==> src/rtl/conv_ctrl.sv <==
// Sequencing controller for the 3x3 convolution datapath: one start pulse clears the
// partial-sum SRAM, then streams every input channel through the line buffer.
module conv_ctrl #(
  parameter int IMG_W = 16,
  parameter int IMG_H = 16,
  parameter int IN_CH = 4
) (
  input  logic        clk,
  input  logic        reset,
  input  logic        start,
  input  logic [3:0]  bias_sel,
  output logic        input_sram_en,
  output logic [11:0] input_sram_rd_addr,
  output logic        lb_en,
  output logic        kernel_sram_en,
  output logic [8:0]  kernel_rd_addr,
  output logic        bias_sram_en,
  output logic [3:0]  bias_rd_addr,
  output logic        ps_sram_en,
  output logic        ps_sram_wr_en,
  output logic        ps_sram_rst_en,
  output logic [11:0] ps_sram_addr,
  output logic        out_valid,
  output logic [11:0] out_addr,
  output logic        busy,
  output logic        done,
  output logic [2:0]  state_dbg
);

  localparam int OW = IMG_W - 2;
  localparam int OH = IMG_H - 2;
  localparam logic [11:0] N_LAST   = 12'(OW * OH - 1);
  localparam logic [11:0] HW       = 12'(IMG_W * IMG_H);
  localparam logic [11:0] PIX_LAST = 12'(IMG_W * IMG_H - 1);
  localparam logic [11:0] COL_LAST = 12'(IMG_W - 1);
  localparam logic [8:0]  CH_LAST  = 9'(IN_CH - 1);

  localparam logic [2:0] S_IDLE   = 3'd0;
  localparam logic [2:0] S_CLEAR  = 3'd1;
  localparam logic [2:0] S_KLOAD  = 3'd2;
  localparam logic [2:0] S_STREAM = 3'd3;
  localparam logic [2:0] S_TAIL   = 3'd4;
  localparam logic [2:0] S_DONE   = 3'd5;

  logic [2:0]  state, nxt_state;
  logic [11:0] clr_cnt, nxt_clr;
  logic        ph, nxt_ph;
  logic [11:0] pix, nxt_pix;
  logic [11:0] row, nxt_row;
  logic [11:0] col, nxt_col;
  logic [8:0]  ch, nxt_ch;
  logic [11:0] ch_base, nxt_base;
  logic [11:0] win, nxt_win;
  logic [3:0]  bias_q, nxt_bias;

  logic        o_in_en, o_lb, o_k_en, o_b_en, o_ps_en, o_ps_wr, o_ps_rst, o_ov, o_busy, o_done;
  logic [11:0] o_in_addr, o_ps_addr, o_oaddr;
  logic [8:0]  o_k_addr;
  logic [3:0]  o_b_addr;
  logic        rd_now;

  assign state_dbg = state;
  // A PS read issued this cycle must be written back next cycle.
  assign rd_now = !ps_sram_en && !ps_sram_wr_en;

  always_comb begin
    nxt_state = state;
    nxt_clr   = clr_cnt;
    nxt_ph    = ph;
    nxt_pix   = pix;
    nxt_row   = row;
    nxt_col   = col;
    nxt_ch    = ch;
    nxt_base  = ch_base;
    nxt_win   = win;
    nxt_bias  = bias_q;
    case (state)
      S_IDLE: begin
        if (start) begin
          nxt_state = S_CLEAR;
          nxt_clr   = 12'd0;
          nxt_ph    = 1'b0;
          nxt_pix   = 12'd0;
          nxt_row   = 12'd0;
          nxt_col   = 12'd0;
          nxt_ch    = 9'd0;
          nxt_base  = 12'd0;
          nxt_win   = 12'd0;
          nxt_bias  = bias_sel;
        end
      end
      S_CLEAR: begin
        if (clr_cnt == N_LAST) nxt_state = S_KLOAD;
        else nxt_clr = clr_cnt + 12'd1;
      end
      S_KLOAD: begin
        nxt_state = S_STREAM;
        nxt_ph    = 1'b0;
        nxt_pix   = 12'd0;
        nxt_row   = 12'd0;
        nxt_col   = 12'd0;
        nxt_win   = 12'd0;
      end
      S_STREAM: begin
        if (!ph) begin
          nxt_ph = 1'b1;
        end else begin
          nxt_ph = 1'b0;
          if (row >= 12'd2 && col >= 12'd2) nxt_win = win + 12'd1;
          if (pix == PIX_LAST) begin
            nxt_state = S_TAIL;
          end else begin
            nxt_pix = pix + 12'd1;
            if (col == COL_LAST) begin
              nxt_col = 12'd0;
              nxt_row = row + 12'd1;
            end else begin
              nxt_col = col + 12'd1;
            end
          end
        end
      end
      S_TAIL: begin
        if (ch == CH_LAST) begin
          nxt_state = S_DONE;
        end else begin
          nxt_ch    = ch + 9'd1;
          nxt_base  = ch_base + HW;
          nxt_state = S_KLOAD;
        end
      end
      S_DONE:  nxt_state = S_IDLE;
      default: nxt_state = S_IDLE;
    endcase
  end

  // Outputs are decoded from the next-cycle state so they can be registered.
  always_comb begin
    o_in_en   = 1'b1;
    o_in_addr = input_sram_rd_addr;
    o_lb      = 1'b0;
    o_k_en    = 1'b1;
    o_k_addr  = kernel_rd_addr;
    o_b_en    = 1'b1;
    o_b_addr  = bias_rd_addr;
    o_ps_en   = 1'b1;
    o_ps_wr   = 1'b0;
    o_ps_rst  = 1'b0;
    o_ps_addr = ps_sram_addr;
    o_ov      = 1'b0;
    o_oaddr   = out_addr;
    o_busy    = (nxt_state != S_IDLE);
    o_done    = (nxt_state == S_DONE);
    case (nxt_state)
      S_IDLE: begin
        o_in_addr = 12'd0;
        o_k_addr  = 9'd0;
        o_b_addr  = 4'd0;
        o_ps_addr = 12'd0;
        o_oaddr   = 12'd0;
      end
      S_CLEAR: begin
        o_ps_en   = 1'b0;
        o_ps_wr   = 1'b1;
        o_ps_rst  = 1'b1;
        o_ps_addr = nxt_clr;
      end
      S_KLOAD: begin
        o_k_en   = 1'b0;
        o_k_addr = nxt_ch;
        if (nxt_ch == 9'd0) begin
          o_b_en   = 1'b0;
          o_b_addr = nxt_bias;
        end
      end
      S_STREAM: begin
        if (!nxt_ph) begin
          o_in_en   = 1'b0;
          o_in_addr = nxt_base + nxt_pix;
        end else begin
          o_lb = 1'b1;
          if (nxt_row >= 12'd2 && nxt_col >= 12'd2) begin
            o_ps_en   = 1'b0;
            o_ps_addr = nxt_win;
          end
        end
      end
      default: ;
    endcase
    if (rd_now && (nxt_state == S_STREAM || nxt_state == S_TAIL)) begin
      o_ps_en  = 1'b0;
      o_ps_wr  = 1'b1;
      o_ps_rst = 1'b0;
      if (nxt_ch == CH_LAST) begin
        o_ov    = 1'b1;
        o_oaddr = ps_sram_addr;
      end
    end
  end

  always_ff @(posedge clk) begin
    if (reset) begin
      state              <= S_IDLE;
      clr_cnt            <= 12'd0;
      ph                 <= 1'b0;
      pix                <= 12'd0;
      row                <= 12'd0;
      col                <= 12'd0;
      ch                 <= 9'd0;
      ch_base            <= 12'd0;
      win                <= 12'd0;
      bias_q             <= 4'd0;
      input_sram_en      <= 1'b1;
      input_sram_rd_addr <= 12'd0;
      lb_en              <= 1'b0;
      kernel_sram_en     <= 1'b1;
      kernel_rd_addr     <= 9'd0;
      bias_sram_en       <= 1'b1;
      bias_rd_addr       <= 4'd0;
      ps_sram_en         <= 1'b1;
      ps_sram_wr_en      <= 1'b0;
      ps_sram_rst_en     <= 1'b0;
      ps_sram_addr       <= 12'd0;
      out_valid          <= 1'b0;
      out_addr           <= 12'd0;
      busy               <= 1'b0;
      done               <= 1'b0;
    end else begin
      state              <= nxt_state;
      clr_cnt            <= nxt_clr;
      ph                 <= nxt_ph;
      pix                <= nxt_pix;
      row                <= nxt_row;
      col                <= nxt_col;
      ch                 <= nxt_ch;
      ch_base            <= nxt_base;
      win                <= nxt_win;
      bias_q             <= nxt_bias;
      input_sram_en      <= o_in_en;
      input_sram_rd_addr <= o_in_addr;
      lb_en              <= o_lb;
      kernel_sram_en     <= o_k_en;
      kernel_rd_addr     <= o_k_addr;
      bias_sram_en       <= o_b_en;
      bias_rd_addr       <= o_b_addr;
      ps_sram_en         <= o_ps_en;
      ps_sram_wr_en      <= o_ps_wr;
      ps_sram_rst_en     <= o_ps_rst;
      ps_sram_addr       <= o_ps_addr;
      out_valid          <= o_ov;
      out_addr           <= o_oaddr;
      busy               <= o_busy;
      done               <= o_done;
    end
  end

endmodule

==> config.mk <==
export PLATFORM = sky130hd
export DESIGN_NAME = conv_ctrl
export DESIGN_NICKNAME = d
export VERILOG_FILES = /design/src/rtl/conv_ctrl.sv
export SDC_FILE = /design/constraint.sdc
export NUM_CORES = 1
export LEC_CHECK = 0
export BUFFER_PORTS_ARGS = -buffer_cell sky130_fd_sc_hd__buf_2
export CELL_PAD_IN_SITES_DETAIL_PLACEMENT = 0
export CELL_PAD_IN_SITES_GLOBAL_PLACEMENT = 1
export CORE_MARGIN = 2
export CORE_UTILIZATION = 40
export DETAILED_ROUTE_END_ITERATION = 10
export PLACE_DENSITY_LB_ADDON = 0.2
export SLEW_MARGIN = 20
export SYNTH_ARGS = -nofsm -noshare
export SYNTH_HDL_FRONTEND = slang
export SYNTH_SLANG_ARGS = --single-unit
==> constraint.sdc <==
create_clock -name clk -period 3.8 [get_ports clk]
set_clock_uncertainty 0.15 [all_clocks]
set_input_delay 0.76 -clock clk [delete_from_list [all_inputs] [get_ports clk]]
set_output_delay 0.76 -clock clk [all_outputs]
set_load 0.01 [all_outputs]
==> metrics.txt <==
Distinct cells, synth 78; top cells by count, synth dfxtp_1 (148), nor2_1 (110), nand2_1 (87), a21oi_1 (58), o21ai_0 (57); critical path class flop to flop; Initial Util 0.406; maximum root-to-sink buffer count 2; synth top area cells dfxtp_1 (39%), nor2_1 (5.4%), nand2_1 (4.3%); DR WL/cell 16.4 um; syn nets 966; I/O pin total 69; fill count 1834; Peak VDD IR 0.280 mV; critical path, cell by cell or3_1 > o41a_1 > o21ai_2 > nand2_1 > o21ai_2 > ha_2 > inv_1 > fa_1 > nor2b_1 > o21ai_0 > nand2b_1 > a21o_1 > a21o_1 > a31oi_4 > mux2i_1 > o21ai_0 > a21oi_1; layout cells sized above 1 0.177; asr flop ratio synth 0; Sink Count 148; WL final 20700 um; pin count of the biggest net entering global routing 70; reg2reg path depth 17; Net Sw Power 0.000905 W; Switching Fraction 0.256; CTS Root Cell clkbuf_16; Overall Power 0.00353 W; Reg area 0.00297 mm2; Worst path slowest cell o41a_1; number of global-route vias before repair 6510; Seq/Total Area, Yosys 0.390; status complete, no violations; Slew Viols, Final 0; Max Freq 0.275 GHz; Synth-to-Final Area Change 18.7%; Netlist Area Pre-Place 0.00760 mm2; Post-route DRC 0; area share of the largest cell type after synthesis 0.390; fin crit period 3.64 ns; Skew-Pair Late Insertion Delay 0.42 ns; leak pwr 3.62 nW; reg-to-reg endpoint input_sram_rd_addr[10]$_SDFFE_PP0P_; Comb power frac 0.070; Min-Delay Endpoint bias_q[0]$_SDFF_PP0_; Final period util 0.958; total CTS buffers 17; top-count cell post-synth dfxtp_1; most area-hungry cell type in the Yosys netlist dfxtp_1; CTS tree yes; Top delay family on crit path compound AO/OA/AOI/OAI gates; Clk pin slew, worst setup/hold paths 0.07 ns; internal power 0.00262 W; placed instance area 0.00835 mm2; count of final hold-check violations 0; global-route wire length before repair 33700 um; post-synthesis cell count 938; Worst slew margin 0.500; HP Start bias_q[0]$_SDFF_PP0_; flop2flop setup slack 0.16 ns; ANT cells 0; synth warn 0; remaining global-route overflow 0; DR pass1 iterations 5; Required @ worst endpoint 3.92 ns; Final setup violation count 0; # Max-Cap Violations 0; # hold bufs at CTS 0; CP Buf/Inv Count 1; crit path DAT 3.76 ns; Final #Nets 1046; CP max stage delay 0.50 ns; crit start category flop; syn_area_per_cell 8.11 um2; Die Footprint 0.0201 mm2; Setup crit end kind flop; final RePlAce weighted congestion 0.847; number of synthesized flops with an enable pin 0; Synth Flop Type dfxtp_1; vias 7112; antenna-violating nets left 0; All-Layer GR Usage 0.207; RR Startpoint pix[11]$_SDFF_PP0_; Final Cell Area 0.00902 mm2; row count 50; initial antenna violation count 0; H-Tree Depth 4; DP HPWL 14800 um; Die Span X 142 um; sequential power share 0.446; HP Class flop to flop; combined area of the multi-input logic cells 0.00438 mm2; Worst Hold Depth 2; die height 142 um; Core Footprint 0.0187 mm2; buffers added on ports 68; PD cells 391 mW/mm2; post-synthesis register bit count 148; Worst Max-Slew Pin Slew 0.750 ns; DR vias/cell 5.62; 1st-iter DRT viols 449; Clock power frac 0.484; CP max FO 5
## sequential cells by signal, summed over array words and instances, names as in the netlist, 3 cells and up
signal              count
bias_q                  4
kernel_rd_addr          9
ch_base                12
input_sram_rd_addr     12
bias_rd_addr            4
ch                      9
clr_cnt                12
out_addr               12
win                    12
col                    12
ps_sram_addr           12
row                    12
state_dbg               3
pix                    12
## cells in the final DEF (no fill, tap or decap), types with 3 or more instances in the layout
cell / count
a21o_1: 10
a21oi_1: 57
a221o_1: 11
a22o_1: 14
a22oi_1: 11
a2bb2oi_1: 4
a311oi_1: 6
a31oi_1: 12
a41o_1: 3
and2_1: 15
and3_1: 19
buf_2: 67
buf_4: 51
clkbuf_16: 17
clkinvlp_4: 5
dfxtp_1: 146
ha_1: 18
inv_1: 18
inv_6: 4
mux2i_1: 7
nand2_1: 87
nand2b_1: 6
nand3_1: 40
nand3b_1: 5
nand4_1: 12
nor2_1: 110
nor2b_1: 34
nor3_1: 33
nor3b_1: 7
nor4_1: 18
o211ai_1: 8
o21a_1: 4
o21ai_0: 54
o31a_1: 3
o31ai_1: 6
or3_1: 8
or4_1: 6
or4_4: 3
xnor2_1: 16
xor2_1: 7
## tightest hold or removal path: cells and delay by family (launching register included)
kind | cells | cell delay, ns
AOI/OAI and AO/OA | 1 | 0.07
DFF | 1 | 0.30
and+or+nand+nor | 1 | 0.04
## power groups by stage
stage | sequential, W | combinational [W] | clock [W]
after floorplan | 0.00161 | 0.000151 | 0
after global placement | 0.00161 | 0.000244 | 0
after detailed placement | 0.00161 | 0.000244 | 0
after CTS | 0.00158 | 0.000245 | 0.00174
after global routing | 0.00158 | 0.000274 | 0.00180
final | 0.00158 | 0.000246 | 0.00171
## metrics by stage
stage                util  setup slack [ns]  TNS (ns)  instances  hold WS [ns]
floorplan               -          -0.00853  -0.00853        938         0.290
global placement    0.446             0.124         0       1229         0.299
detailed placement  0.446            0.0699         0       1229         0.301
CTS                 0.478            0.0742         0       1261         0.311
global route        0.482          -0.00976   -0.0154       1265         0.326
finish              0.482             0.161         0       1265         0.310
## worst max-delay path by stage
| stage | start | endpoint | cells past startpoint |
|---|---|---|---|
| 2_1_floorplan | start | input_sram_rd_addr[11]$_SDFFE_PP0P_ | 17 |
| 3_3_place_gp | start | input_sram_rd_addr[11]$_SDFFE_PP0P_ | 16 |
| 3_5_place_dp | start | input_sram_rd_addr[11]$_SDFFE_PP0P_ | 16 |
| 4_1_cts | pix[9]$_SDFF_PP0_ | input_sram_rd_addr[10]$_SDFFE_PP0P_ | 17 |
| 5_1_grt | pix[11]$_SDFF_PP0_ | input_sram_rd_addr[11]$_SDFFE_PP0P_ | 15 |
| 6_report | pix[11]$_SDFF_PP0_ | input_sram_rd_addr[10]$_SDFFE_PP0P_ | 17 |
## final cells by class
| type | count | area share |
|---|---|---|
| clock buffer | 18 | 0.0476 |
| clock inverter | 14 | 0.0182 |
| inverter | 19 | 0.00790 |
| multi-input combinational | 714 | 0.486 |
| sequential | 148 | 0.329 |
| tap | 234 | 0.0324 |
| timing repair buffer | 118 | 0.0796 |
## layer usage
metal,track usage,wire [um],share of wire
met1,0.293,10300,0.50
met2,0.330,9510,0.46
met3,0.0425,761,0.037
met4,0.0411,141,0.0068
met5,0,0,0
## cell families after synthesis
family          Yosys count  share of synthesized area
xor+xnor                 23                     0.0265
flops                   148                      0.390
compound gates          242                      0.216
simple gates            420                      0.280
fa+ha+maj                21                     0.0355
mux                       8                     0.0107
buf+inv                  76                     0.0413
## timing repair
| item | CTS | global route |
|---|---|---|
| setup endpoints to repair | 0 | 10 |
| setup buffers | 0 | 4 |
| resized for setup | 0 | 12 |
Note: power is estimated with default switching activity, not from simulation.
